<file path="src/rtl/regfile_wr_arbiter.sv">
// Round-robin arbiter sharing one register-file write port among NUM_REQ writeback
// sources, with a single registered write stage and a saturating contention counter.
module regfile_wr_arbiter #(
    parameter int NUM_REQ    = 2,
    parameter int ADDR_WIDTH = 5,
    parameter int DATA_WIDTH = 64,
    parameter int CNT_WIDTH  = 16
) (
    input  logic                             clk,
    input  logic                             reset,
    input  logic                             hold,
    input  logic [NUM_REQ-1:0]               req_valid,
    input  logic [NUM_REQ*ADDR_WIDTH-1:0]    req_addr,
    input  logic [NUM_REQ*DATA_WIDTH-1:0]    req_data,
    output logic [NUM_REQ-1:0]               req_ready,
    output logic                             wr_en,
    output logic [ADDR_WIDTH-1:0]            wr_addr,
    output logic [DATA_WIDTH-1:0]            wr_data,
    output logic [CNT_WIDTH-1:0]             contend_cnt
);

    localparam int PTR_W = (NUM_REQ > 1) ? $clog2(NUM_REQ) : 1;
    localparam logic [ADDR_WIDTH-1:0] XZR = ADDR_WIDTH'(31);

    logic [ADDR_WIDTH-1:0] addr_arr [NUM_REQ];
    logic [DATA_WIDTH-1:0] data_arr [NUM_REQ];

    generate
        for (genvar gi = 0; gi < NUM_REQ; gi++) begin : g_unpack
            assign addr_arr[gi] = req_addr[gi*ADDR_WIDTH +: ADDR_WIDTH];
            assign data_arr[gi] = req_data[gi*DATA_WIDTH +: DATA_WIDTH];
        end
    endgenerate

    logic [PTR_W-1:0]      rr_ptr_reg;
    logic [PTR_W-1:0]      rr_ptr_next;
    logic [PTR_W-1:0]      grant_idx;
    logic [PTR_W:0]        cand;
    logic [NUM_REQ-1:0]    grant;
    logic                  transfer;
    logic                  contend;
    logic                  wr_en_reg;
    logic [ADDR_WIDTH-1:0] wr_addr_reg;
    logic [DATA_WIDTH-1:0] wr_data_reg;
    logic [CNT_WIDTH-1:0]  cnt_reg;

    // Scan from rr_ptr upward with wrap; the first valid requester wins.
    always_comb begin
        grant     = '0;
        grant_idx = '0;
        cand      = '0;
        for (int k = 0; k < NUM_REQ; k++) begin
            cand = {1'b0, rr_ptr_reg} + (PTR_W+1)'(k);
            if (cand >= (PTR_W+1)'(NUM_REQ)) begin
                cand = cand - (PTR_W+1)'(NUM_REQ);
            end
            if (!hold && !(|grant) && req_valid[cand[PTR_W-1:0]]) begin
                grant[cand[PTR_W-1:0]] = 1'b1;
                grant_idx              = cand[PTR_W-1:0];
            end
        end
    end

    assign transfer    = |grant;
    assign req_ready   = reset ? '0 : grant;
    assign rr_ptr_next = (grant_idx == PTR_W'(NUM_REQ-1)) ? '0 : grant_idx + 1'b1;
    // More than one bit set in req_valid.
    assign contend     = (req_valid & (req_valid - 1'b1)) != '0;

    always_ff @(posedge clk or posedge reset) begin
        if (reset) begin
            rr_ptr_reg  <= '0;
            wr_en_reg   <= 1'b0;
            wr_addr_reg <= '0;
            wr_data_reg <= '0;
            cnt_reg     <= '0;
        end else begin
            // XZR transfers are consumed and staged, but never enabled.
            wr_en_reg <= transfer && (addr_arr[grant_idx] != XZR);
            if (transfer) begin
                rr_ptr_reg  <= rr_ptr_next;
                wr_addr_reg <= addr_arr[grant_idx];
                wr_data_reg <= data_arr[grant_idx];
            end
            if (contend && !hold && (cnt_reg != '1)) begin
                cnt_reg <= cnt_reg + 1'b1;
            end
        end
    end

    assign wr_en       = wr_en_reg;
    assign wr_addr     = wr_addr_reg;
    assign wr_data     = wr_data_reg;
    assign contend_cnt = cnt_reg;

endmodule

</file>
<file path="config.mk">
export PLATFORM = sky130hd
export DESIGN_NAME = regfile_wr_arbiter
export DESIGN_NICKNAME = d
export VERILOG_FILES = /design/src/rtl/regfile_wr_arbiter.sv
export SDC_FILE = /design/constraint.sdc
export NUM_CORES = 1
export LEC_CHECK = 0
export ABC_AREA = 0
export CORE_ASPECT_RATIO = 1.5
export CORE_MARGIN = 2
export CORE_UTILIZATION = 34
export DETAILED_ROUTE_END_ITERATION = 8
export PLACE_DENSITY = 0.76
export SLEW_MARGIN = 25
export SYNTH_ARGS = -nofsm -noshare
export SYNTH_HDL_FRONTEND = slang
export SYNTH_SLANG_ARGS = --single-unit
</file>
<file path="constraint.sdc">
create_clock -name clk -period 4 [get_ports clk]
set_input_delay 1 -clock clk [delete_from_list [all_inputs] [get_ports clk]]
set_output_delay 1 -clock clk [all_outputs]
set_load 0.01 [all_outputs]
</file>
==> flow_summary.ini <==
[outcome]
status = finished clean

[power]
power_density_nw_per_um2 = 421
p_leak_nw = 3.15
vdd_ir_drop_max_uv = 251
total_power_w = 0.00283

[yosys]
synthCells = 328
synthArstFlopShare = 1.00
syn_area_per_cell_um2 = 12.0
ys_seq_area_frac = 0.554
synth_edf_count = 0
syn_nets = 472
yosys_warnings = 0
synth_top_area_share = 0.554
netlist_area_um2 = 3930
synth-seq-cells = 87
yosys_most_used_dff = dfrtp_1
ys_types = 38
yosys.area.top_type = dfrtp_1
ys_top_cells_by_area = dfrtp_1 55%, a22o_1 14%, a21o_1 12%

[routing]
wirelength_met1_mm = 4.79
vias = 3614
detail-route-antenna-nets = 0
first_pass_iters = 4
vias_per_cell = 5.11
drc_errors = 0
wl_per_cell_um = 17.7
drt_first_iter_violations = 110
highest-signal-layer = met4
drt_wl_total_mm = 12.5
wl_met2_mm = 6.81
met3_wirelength_um = 695

[place]
place.detailed.hpwl_mm = 9.07
dp_slack_ns = 0.421
routabilityCongestion = 0.815
portBuffers = 230

[setup_path]
r2r_slack_ns = 1.90
r2r_start = rr_ptr_reg
worstPathRequired_ns = 3.00
worstSetupEndpointType = primary output
worstSetupStartpointType = input port
worstSetupStartpoint = req_valid[1]
crit_path_max_fanout = 4
cp.arrival_ns = 2.56
critPathKind = input port to primary output

[timing]
worst_slew_pin_slew_ns = 0.865
slew_violations = 0
fmax_ghz = 0.281
finalCriticalPeriod_ns = 3.56
fin_crit_sh = 0.890
fin_ws_ns = 0.438
skew_ns = 0.00664
hold_slack_ns = 0.489
slew_headroom = 0.423
grt_setup_unrepaired = no
totalNegativeSetupSlack_ns = 0
setup_viol = 0
hold_viol_final = 0

[worst_hold_path]
min_from = wr_addr[3]
hp-class = flip-flop to flip-flop

[global_routing]
grt_pass1_vias = 3777
grt_pass1_wl_mm = 19.5
grt_use_total = 0.197
grt_overflow_total = 0
grt_max_degree = 77
antenna_found_initial = 0

[clock_tree]
clock_path_buffers = 2
postCtsHoldBufs = 0
cts_root_buffer = clkbuf_16
cts_buffers = 9
htreeDepth = 3
clk_pin_slew_ns = 0.06
clk_latency_ns = 0.33
cts_resized = 0
cts_tree = built
clock-sinks = 87
postCtsSetupBuffers = 0

[floorplanning]
die_y_um = 136
die_w_um = 91.7
coreArea_um2 = 11400
start_util = 0.344
rows = 48
pin_count = 231
die_area_um2 = 12400

[final_layout]
largest_reg_flops = 64
final_core_util = 0.590
area_growth_pct = 71.4
n_antenna_cell = 0
drive_gt1_frac = 0.0628
fin_nets = 696

[flow_run]
maxCapViolations = 0
cells in the mapped netlist, types with 6 or more instances:
master / n
xnor2_1: 7
a22o_1: 64
dfrtp_1: 87
nand2_1: 13
clkbuf_1: 12
o21ai_0: 7
nor2_1: 6
a21o_1: 64
buf_2: 11
layout make-up:
type	count	area [µm²]
multi-input combinational	213	1660
fill	963	4680
inverter	5	22.5
timing repair buffer	236	2360
clock buffer	9	225
sequential	87	2180
tap	150	188
clock inverter	7	96.3
where the power goes:
part | internal, W | total, W | switching, W
Clock | 0.000550 | 0.000904 | 0.000355
Combinational | 0.000507 | 0.000814 | 0.000307
Sequential | 0.00101 | 0.00111 | 0.000101
Total | 0.00207 | 0.00283 | 0.000762
per-layer routing:
layer	GRT usage	vias up
met3	0.0456	20
met2	0.362	153
li1	-	1677
met5	0	-
met1	0.224	1764
met4	0.0655	0
path summary, 6_finish.rpt:
path                           endpoint  depth (start not counted)
setup / recovery           req_ready[1]                          5
hold / removal               wr_addr[3]                          2
setup reg to reg            wr_data[35]                          6
hold reg to reg              wr_addr[3]                          2
max in group asynchronous   wr_data[35]                          4
min in group asynchronous    wr_addr[2]                          3
cells in the final DEF (no fill, tap or decap), drive strengths merged:
cell and count:
nand2 13, nand4 6, dfrtp 87, nor4 4
nor2 7, nand4b 1, and3 2, nor4b 1
nand3 5, buf 6, mux2 4, o21bai 1
a21oi 1, or2 2, a22o 64, mux2i 5
clkinvlp 1, and4 2, xnor2 7, bufinv 2
clkdlybuf4s50 230, clkinv 4, o21ai 7, nand2b 2
and2 1, and3b 1, clkbuf 9, xor2 5
a311oi 1, ha 1, inv 5, nor3 4
nand3b 2, a21o 64
logic make-up (layout without fill, tap and decap cells):
group | Yosys count | in the layout | synth area share
AOI/OAI and AO/OA | 138 | 138 | 0.279
muxes | 9 | 9 | 0.0252
DFF | 87 | 87 | 0.554
adders and majority gates | 1 | 1 | 0.00319
buffers and inverters | 28 | 257 | 0.0303
xor gates and xnor gates | 12 | 12 | 0.0268
and+or+nand+nor | 53 | 53 | 0.0806
through the flow:
step | cell area, µm² | instances
3_3_place_gp | 6410 | 691
6_report | 6730 | 707
4_1_cts | 6730 | 707
3_5_place_dp | 6410 | 691
5_1_grt | 6730 | 707
2_1_floorplan | 3930 | 328
critical path, cell delays in order:
cell,delay (ns)
clkdlybuf4s50_1,0.56
nand2b_1,0.13
a21oi_4,0.19
and2_1,0.15
clkdlybuf4s50_1,0.53
Power figures use the tool's default switching activity.
==> RTL edit: new RTL, config.mk and constraints unchanged <==
Set the parameter `DATA_WIDTH` to 32 (it was 64).
--- a/src/rtl/regfile_wr_arbiter.sv
+++ b/src/rtl/regfile_wr_arbiter.sv
@@ -5,3 +5,3 @@
     parameter int ADDR_WIDTH = 5,
-    parameter int DATA_WIDTH = 64,
+    parameter int DATA_WIDTH = 32,
     parameter int CNT_WIDTH  = 16
Interface: changed (resized req_data and wr_data); port bits go from 231 to 135. No check against the original RTL was run, so the function may have changed too.
==> RTL edit against the original RTL <==
Routed wire length decreased by 42%. Power is 48% lower. Sequential share of layout area is 1.8 points higher. Synthesized cell count decreased by 27%. Via count shrank 37%. Synthesized area down 37%. Register-to-register slack better by 0.24 ns. Sequential cell count down 32. Largest cell class unchanged. Die area down 36%. Cell area shrank 40%. Worst setup slack lost 0.050 ns.
==> RTL edit: results (changes against the original RTL) <==
| Metric | Value |
|---|---|
| Max reg flops | `32 (-50%)` |
| Number of global-route vias before repair | `2366 (-37%)` |
| Reg2reg start | `contend_cnt[0]` |
| Avg WL per Cell | `15.9 µm (-11%)` |
| CTS root buf | `clkbuf_8` |
| Worst slack, placed | `0.390 ns (-0.0305 ns)` |
| Largest net degree at the start of global routing | `56 (-27%)` |
| DP Area | `3940 µm² (-39%)` |
| Num CTS Buffers | `5 (-4)` |
| Gpl congestion | `0.747 (-8.4%)` |
| Sequential fraction of the synthesis area | `55.5% (about the same)` |
| Syn_nets | `320 (-32%)` |
| Cells after Synth | `240 (-27%)` |
| Clk slew on worst S/H paths | `0.09 ns (+0.03 ns)` |
| Run status | `finished clean` |
| Leakage | `0.00177 µW (-44%)` |
| R2r endpoint | `contend_cnt[4]` |
| Crit path DAT | `2.61 ns (+0.05 ns)` |
| First-pass GRT wire length | `11.3 mm (-42%)` |
| Unique masters post-synth | `33 (-13%)` |
| Worst-path fanout max | `3 (-1)` |
| Fmax | `0.277 GHz (-1.4%)` |
| Detail Placement HPWL | `5.25 mm (-42%)` |
| Total number of vias | `2279 (-37%)` |
| Buffers on Ports | `134 (-42%)` |
| DR vias/cell | `5.01 (-2.0%)` |
| Fill cells | `649 (-33%)` |
| Share of layout cells above drive strength 1 | `5.87% (-0.42 points)` |
## RTL edit: cell families (layout without fill, tap and decap cells)
| family | count (synthesis) | after routing | synth area share, % |
|---|---|---|---|
| DFF | 55 | 55 | 55.5 |
| and+or+nand+nor | 107 | 107 | 20.7 |
| buffers and inverters | 14 | 149 | 2.32 |
| adders and majority gates | 1 | 1 | 0.504 |
| muxes | 6 | 6 | 2.62 |
| AOI/OAI and AO/OA | 42 | 42 | 13.1 |
| xor gates and xnor gates | 15 | 15 | 5.29 |
## RTL edit: metrics by stage
stage,hold slack (ns),total power [µW]
floorplan,0.453,883
global placement,0.464,1170
detailed placement,0.470,1180
CTS,0.491,1490
global route,0.508,1560
finish,0.482,1470
## RTL edit: worst max-delay path by stage
stage	from	to	slack [ns]	cells after the start
5_1_grt	hold	req_ready[0]	0.29	5
3_5_place_dp	req_valid[1]	req_ready[1]	0.39	5
6_report	req_valid[1]	req_ready[1]	0.39	5
4_1_cts	req_valid[1]	req_ready[1]	0.39	5
3_3_place_gp	req_valid[1]	req_ready[1]	0.42	5
2_1_floorplan	reset	req_ready[1]	0.53	2
## RTL edit: critical path, delay by kind of cell
| family | cells | cell delay [ns] |
|---|---|---|
| simple gates | 2 | 0.32 |
| compound gates | 1 | 0.20 |
| buf+inv | 2 | 1.07 |
## RTL edit: routing by layer
layer | track usage, % | routed length, µm | up-vias
met1 | 19.8 | 2670 | 1085
met2 | 33.2 | 3940 | 85
met5 | 0 | 0 | -
li1 | - | - | 1100
met4 | 5.71 | 129 | 0
met3 | 4.71 | 477 | 9
## RTL edit: final cells by class
| cell class | count | area share, % |
|---|---|---|
| sequential | 55 | 34.2 |
| inverter | 3 | 0.280 |
| multi-input combinational | 171 | 26.5 |
| clock buffer | 6 | 1.80 |
| tap | 80 | 2.49 |
| clock inverter | 2 | 0.311 |
| timing repair buffer | 138 | 34.4 |
## RTL edit: power by group through the flow
stage / Sequential [µW] / Combinational [µW] / Clock (µW)
2_1_floorplan: 743 / 139 / 0
3_3_place_gp: 706 / 459 / 0
3_5_place_dp: 710 / 469 / 0
4_1_cts: 701 / 470 / 323
5_1_grt: 714 / 499 / 342
6_report: 701 / 461 / 304
